<file path="src/rtl/puf_pkg.sv">
// Shared types, default sizing and the vote helper for the PUF response collector.
// Optional stability monitor is enabled by defining PUF_STABILITY_MON_EN.
package puf_pkg;

   typedef enum logic [1:0] {
      StIdle,
      StCollect,
      StCommit,
      StDone
   } puf_col_state_t;

   localparam int unsigned PUF_RESP_BITS = 32;
   localparam int unsigned PUF_VOTES     = 5;

   function automatic logic puf_majority(input int unsigned ones, input int unsigned votes);
      return ones > (votes / 2);
   endfunction

endpackage

</file>
<file path="src/rtl/puf_vote_counter.sv">
// Per-bit vote accumulator: counts strobes and ones for the bit currently being evaluated.
// With PUF_STABILITY_MON_EN defined it also reports whether all votes agreed.
module puf_vote_counter
   import puf_pkg::*;
#(
   parameter int unsigned VOTES = PUF_VOTES,
   parameter int unsigned CNT_W = $clog2(VOTES + 1)
) (
   input  logic clk,
   input  logic rst,
   input  logic clear,
   input  logic sample,
   input  logic bit_in,
   output logic done,
   output logic voted
`ifdef PUF_STABILITY_MON_EN
   ,
   output logic unanimous
`endif
);

   logic [CNT_W-1:0] samp_cnt;
   logic [CNT_W-1:0] ones_cnt;

   always_ff @(posedge clk or posedge rst) begin
      if (rst) begin
         samp_cnt <= '0;
         ones_cnt <= '0;
      end else if (clear) begin
         samp_cnt <= '0;
         ones_cnt <= '0;
      end else if (sample) begin
         samp_cnt <= samp_cnt + CNT_W'(1);
         ones_cnt <= ones_cnt + CNT_W'(bit_in);
      end
   end

   // Flags the strobe that completes the vote, so the FSM can leave COLLECT on that edge.
   assign done  = sample && (samp_cnt == CNT_W'(VOTES - 1));
   assign voted = puf_majority(32'(ones_cnt), VOTES);

`ifdef PUF_STABILITY_MON_EN
   assign unanimous = (ones_cnt == '0) || (ones_cnt == CNT_W'(VOTES));
`endif

endmodule

</file>
<file path="src/rtl/puf_response_collector.sv">
// Sequences RO-pair selection, majority-votes repeated PUF evaluations and hands out the word.
// Define PUF_STABILITY_MON_EN to count non-unanimous bits in unstable_cnt.
module puf_response_collector
   import puf_pkg::*;
#(
   parameter int unsigned RESP_BITS = PUF_RESP_BITS,
   parameter int unsigned VOTES     = PUF_VOTES,
   parameter int unsigned IDX_W     = $clog2(RESP_BITS)
) (
   input  logic                 clk,
   input  logic                 rst,
   input  logic                 start,
   input  logic                 puf_bit_in,
   input  logic                 puf_bit_valid,
   output logic                 eval_req,
   output logic [IDX_W-1:0]     sel_idx,
   output logic                 busy,
   output logic [RESP_BITS-1:0] resp_data,
   output logic                 resp_valid,
   input  logic                 resp_ready,
   output logic [IDX_W:0]       unstable_cnt
);

   if ((VOTES % 2 == 0) || (VOTES < 1) || (VOTES > 15)) begin : g_bad_votes
      $error("puf_response_collector: VOTES must be odd and within 1..15");
   end

   puf_col_state_t       state;
   logic [RESP_BITS-1:0] shreg;
   logic [RESP_BITS-1:0] shreg_nxt;
   logic                 vote_clear;
   logic                 vote_sample;
   logic                 vote_done;
   logic                 voted;
   logic                 start_acc;

   assign start_acc   = (state == StIdle) && start;
   assign vote_sample = (state == StCollect) && puf_bit_valid;
   assign vote_clear  = start_acc || (state == StCommit);
   // Index 0 is shifted in first and so lands at the MSB.
   assign shreg_nxt   = {shreg[RESP_BITS-2:0], voted};

`ifdef PUF_STABILITY_MON_EN
   logic unanimous;
`endif

   puf_vote_counter #(
      .VOTES (VOTES)
   ) u_votes (
      .clk       (clk),
      .rst       (rst),
      .clear     (vote_clear),
      .sample    (vote_sample),
      .bit_in    (puf_bit_in),
      .done      (vote_done),
      .voted     (voted)
`ifdef PUF_STABILITY_MON_EN
      ,
      .unanimous (unanimous)
`endif
   );

   always_ff @(posedge clk or posedge rst) begin
      if (rst) begin
         state      <= StIdle;
         sel_idx    <= '0;
         shreg      <= '0;
         resp_data  <= '0;
         resp_valid <= 1'b0;
         eval_req   <= 1'b0;
         busy       <= 1'b0;
      end else begin
         unique case (state)
            StIdle: begin
               if (start) begin
                  state    <= StCollect;
                  sel_idx  <= '0;
                  shreg    <= '0;
                  busy     <= 1'b1;
                  eval_req <= 1'b1;
               end
            end
            StCollect: begin
               if (vote_done) begin
                  state    <= StCommit;
                  eval_req <= 1'b0;
               end
            end
            StCommit: begin
               shreg <= shreg_nxt;
               if (sel_idx == IDX_W'(RESP_BITS - 1)) begin
                  resp_data  <= shreg_nxt;
                  resp_valid <= 1'b1;
                  state      <= StDone;
               end else begin
                  sel_idx  <= sel_idx + IDX_W'(1);
                  eval_req <= 1'b1;
                  state    <= StCollect;
               end
            end
            StDone: begin
               if (resp_ready) begin
                  resp_valid <= 1'b0;
                  busy       <= 1'b0;
                  state      <= StIdle;
               end
            end
            default: state <= StIdle;
         endcase
      end
   end

`ifdef PUF_STABILITY_MON_EN
   always_ff @(posedge clk or posedge rst) begin
      if (rst) begin
         unstable_cnt <= '0;
      end else if (start_acc) begin
         unstable_cnt <= '0;
      end else if ((state == StCommit) && !unanimous &&
                   (unstable_cnt != (IDX_W + 1)'(RESP_BITS))) begin
         unstable_cnt <= unstable_cnt + (IDX_W + 1)'(1);
      end
   end
`else
   assign unstable_cnt = '0;
`endif

endmodule

</file>
<file path="config.mk">
export PLATFORM = sky130hd
export DESIGN_NAME = puf_response_collector
export DESIGN_NICKNAME = d
export VERILOG_FILES = /design/src/rtl/puf_pkg.sv /design/src/rtl/puf_vote_counter.sv /design/src/rtl/puf_response_collector.sv
export SDC_FILE = /design/constraint.sdc
export NUM_CORES = 1
export LEC_CHECK = 0
export ABC_AREA = 1
export BUFFER_PORTS_ARGS = -buffer_cell sky130_fd_sc_hd__clkbuf_2
export CAP_MARGIN = 20
export CORE_ASPECT_RATIO = 1.2
export CORE_MARGIN = 5
export CORE_UTILIZATION = 30
export DETAILED_ROUTE_END_ITERATION = 10
export GPL_ROUTABILITY_DRIVEN = 0
export PLACE_DENSITY = 0.57
export SLEW_MARGIN = 15
export SYNTH_ARGS = -nofsm -noshare
export SYNTH_HDL_FRONTEND = slang
export SYNTH_SLANG_ARGS = --single-unit
</file>
<file path="constraint.sdc">
create_clock -name clk -period 5.7 [get_ports clk]
set_clock_uncertainty 0.1 [all_clocks]
set_input_delay 0.855 -clock clk [delete_from_list [all_inputs] [get_ports clk]]
set_output_delay 0.855 -clock clk [all_outputs]
set_load 0.05 [all_outputs]
</file>
Word-level counts from Yosys, hierarchy flattened. Cells that the tools add are included.

Input bits: 6. Word-level logic and storage cells: 62. Register bits: 79.

Add/sub/neg operators: 3. $lt $le $gt $ge: 1. Equal/unequal tests: 10. Multiplexer cells: 22. Reduce and logical (&&, ||, !) cells: 17.

Operator list (number): 31-bit one-hot mux with 2 select lines (1); 31-bit two-way mux (1); 3-bit two-way mux (4); 3-bit AND reduction (4); 5-bit two-way mux (2); 5-bit one-hot mux with 2 select lines (1); 2-bit two-way mux (4); 2-bit one-hot mux with 4 select lines (1); 2-bit nonzero test (4); 2-bit != test, second input constant (3); 5-bit by 1-bit adder with 5-bit output, second input constant (1); 5-bit == test, second input constant (1); 1-bit two-way mux (5); 2-bit == test, second input constant (2); 2-bit by 1-bit != test with 1-bit output, second input constant (2); 1-bit one-hot mux with 2 select lines (2); 2-bit AND reduction (2); 4-bit AND reduction (1); 3-bit by 1-bit adder with 3-bit output (1); 3-bit by 1-bit adder with 3-bit output, second input constant (1); 3-bit == test, second input constant (1); 3-bit by 2-bit greater-than comparator with 1-bit output, second input constant (1); 1-bit logical AND (3); 1-bit one-hot mux with 3 select lines (1); other kinds (4) (4).

Longest topological paths before layout.
Word-level depth: 5. Gate-level depth with buffers: 10.

By module. Synthesis repeated with hierarchy kept, for this count alone.

Cells, all modules: 320. Area total of the unflattened synthesis: 3291.9 µm².

Modules (own cells, without submodules): puf_response_collector (instances 1, sequential area each 1826.8 µm², area an instance 2927.8 µm², cells each 282); puf_vote_counter (instances 1, sequential area each 150.1 µm², area an instance 364.1 µm², cells each 38).

Worst setup path after synthesis. Ideal clock, no wire load.

Kind: register to register. From: register sel_idx[0]. To: register resp_data[0]. Arrival: 1.786 ns. Cell stages (with the launch flop): 10. Setup time: 0.123 ns. Setup slack: 3.691 ns. Cells stage by stage: dfrtp_1 ha_1 nand2_1 nor2_1 ha_1 nand3_4 buf_8 buf_8 nand2_1 o21ai_2.

Longest elaborated chain between the ends: 2.

Ends and longest elaborated chain: start, declared (line puf_response_collector.sv:16) `output logic [IDX_W-1:0] sel_idx,`; start signal, assigned (line puf_response_collector.sv:96) `sel_idx <= sel_idx + IDX_W'(1);`; 5-bit == test (line puf_response_collector.sv:91) `if (sel_idx == IDX_W'(RESP_BITS - 1)) begin`; 2-bit AND reduction (no source line); end signal, assigned (line puf_response_collector.sv:92) `resp_data <= shreg_nxt;`; end, declared (line puf_response_collector.sv:18) `output logic [RESP_BITS-1:0] resp_data,`.

Every way passes these cells. A chain may end at the register's enable or synchronous reset.

Final worst setup path.
From: register sel_idx[0]. To: register resp_data[19].

Same word-level chain as after synthesis.

==> results by group <==
Global routing
  • GR Overflow Total: 0
  • Initial antenna violation count: 0
  • Busiest grt layer: met2
  • Global-route wire length before repair: 11.1 mm
  • M3 GR Usage: 2.92%
  • GR Util All Layers: 9.81%
  • M2 GR Usage: 15.8%
  • GR met1 Demand/Resource: 12.0%
  • Largest net degree at the start of global routing: 80
  • Vias in the first global route: 2341

STA
  • Max-slew violation count: 0
  • Max-slew headroom at the worst pin: 35.6%
  • Final setup viols: 0
  • Fin crit period: 2100 ps
  • Fin crit share: 36.9%
  • RSZ-0062 raised after global routing: no
  • Max Clock Freq: 475 MHz
  • TNS Setup: 0 ps
  • Actual slew at the worst max-slew pin: 962 ps
  • Final Hold Viols: 0

Placed design
  • PortBufs: 45
  • DP Cell Count: 509
  • HPWL Detailed: 4.11 mm

Synth
  • Yosys top cell area share: 54.7%
  • #FFs+latches synth: 79
  • Post-Syn Instances: 317
  • Mapped Area: 3610 µm²
  • Largest cells by area after synthesis: dfrtp_1, o22ai_2, o21ai_2
  • Ys Warns: 0
  • Syn Area/Cell: 11.4 µm²
  • Post-synth top area cell: dfrtp_1
  • Yosys cell types: 27
  • Sequential fraction of the synthesis area: 54.7%

Drt
  • Residual DRC: 0
  • Vias per inst: 4.13
  • 1st-iter DRT viols: 124
  • Total routed wirelength: 6.36 mm
  • First drt pass iteration count: 4
  • Vias post-DR: 2174
  • Final antenna-violating net count: 0
  • Wire length per cell: 12.1 µm

Clock tree
  • Post-CTS setup buffer count: 0
  • H-tree depth: 3
  • Post-CTS sizing: 0
  • Worst skew pair latency: 330 ps
  • TritonCTS Sinks: 79
  • CTS tree: yes
  • Clk root buf: clkbuf_16
  • Clock Pin Slew Worst Setup and Hold Paths: 60 ps
  • Max Root-Sink Buffers: 2
  • CTS buffer count: 9
  • CTS Hold Buffers Added: 0

Finish
  • N_diodes: 0
  • Layout Cells excl Fill: 527
  • Area growth syn-to-layout: 15.9%
  • Most common cell after layout, fill and taps aside: dfrtp_1
  • Commonest non-fill, non-tap cells in the layout: dfrtp_1, inv_1, clkbuf_2
  • Fillers: 1201
  • Share of cells above drive strength 1: 41.3%
  • Register Area: 1980 µm²
  • Multi-input logic area: 1240 µm²
  • Nets: 373

Die
  • Initial Utilization: 30.3%
  • Die width: 110 µm
  • Die area: 14400 µm²
  • Rows: 44
  • Total core area: 11900 µm²
  • Chip Height: 130 µm
  • # IOs: 52

Run
  • MaxCap Viol Count: 0

Status
  • Status: completed

Hold path
  • Hold Path Class: flip-flop to flip-flop

Critical path
  • Setup CP Type: flip-flop to flip-flop
  • Req. time, crit path: 5800 ps
  • CP Launch Type: flip-flop
  • Worst-path fanout max: 37
  • Crit. End Element: flip-flop
  • Arr. time, crit path: 2210 ps

Pwr
  • VDD IR-drop max: 221 µV
  • Leakage: 0.00193 µW
  • Power Dens Cells: 369 nW/µm²
[synth_stat cells (all sizes together)]
cell	count
conb	1
buf	19
inv	52
a21oi	2
o22ai	30
nor2	8
xor2	2
o21ai	46
nor3	1
nand2	58
dfrtp	79
ha	6
nor3b	1
nand3	11
clkbuf	1
[cell type report]
type                    count  area share (%)
clock inverters             5            1.40
clock buffers              11            5.55
flip-flops and latches     79            47.2
repair buffers             48            6.69
inverters                  52            4.75
multi-input cells         171            29.6
well taps                 161            4.81
[where the power goes]
part / internal, µW / switching (µW) / total [µW]
Sequential: 604 / 39.7 / 644
Clock: 339 / 218 / 558
Combinational: 88.5 / 258 / 347
[worst paths after layout]
check	depth (start not counted)	slack (ps)	endpoint	start
max	8	3600	resp_data[19]$_DFFE_PP0P_	sel_idx[0]$_DFFE_PP0P_
min	2	380	eval_req$_DFFE_PP0P_	eval_req$_DFFE_PP0P_
min in group asynchronous	3	430	shreg[15]$_DFFE_PP0P_	rst
min reg2reg	2	380	eval_req$_DFFE_PP0P_	eval_req$_DFFE_PP0P_
max in group asynchronous	4	4490	resp_data[1]$_DFFE_PP0P_	rst
max reg2reg	8	3600	resp_data[19]$_DFFE_PP0P_	sel_idx[0]$_DFFE_PP0P_
[cell families after synthesis]
family | share of synthesized area (%)
DFF | 54.7
xor gates and xnor gates | 0.485
adders and majority gates | 2.08
buffers and inverters | 11.5
other | 0.104
AOI/OAI and AO/OA | 20.6
and+or+nand+nor | 10.6
[critical path: stages (launching register included)]
cell and delay, ps:
dfrtp_1 400, ha_1 180, nand2_1 70, nor2_1 100, ha_1 250, nand3_4 380, buf_12 350, nand2_2 90
o21ai_2 40
[flip-flops by register name, summed over array words and instances, names as in the netlist]
signal,flops
eval_req,1
u_votes.samp_cnt,3
resp_data,32
shreg,31
state,2
busy,1
resp_valid,1
u_votes.ones_cnt,3
sel_idx,5
[per-stage QoR]
step / setup slack, ps / hold slack (ps) / instance area [µm²] / util (%) / power [µW]
2_1_floorplan: 2720 / 353 / 3630 / - / 967
3_3_place_gp: 3350 / 367 / 3850 / 32.2 / 992
3_5_place_dp: 3220 / 371 / 3850 / 32.2 / 1000
4_1_cts: 3210 / 386 / 4140 / 34.7 / 1570
5_1_grt: 3380 / 404 / 4190 / 35.1 / 1640
6_report: 3600 / 378 / 4190 / 35.1 / 1550
[metal layers]
layer	share of wire, %	routed length, µm	up-vias
met5	0	0	-
met4	1.7	106	0
met3	5.1	325	9
met2	48	3070	41
met1	45	2860	1021
li1	-	-	1103
(Power assumes the default switching activity.)
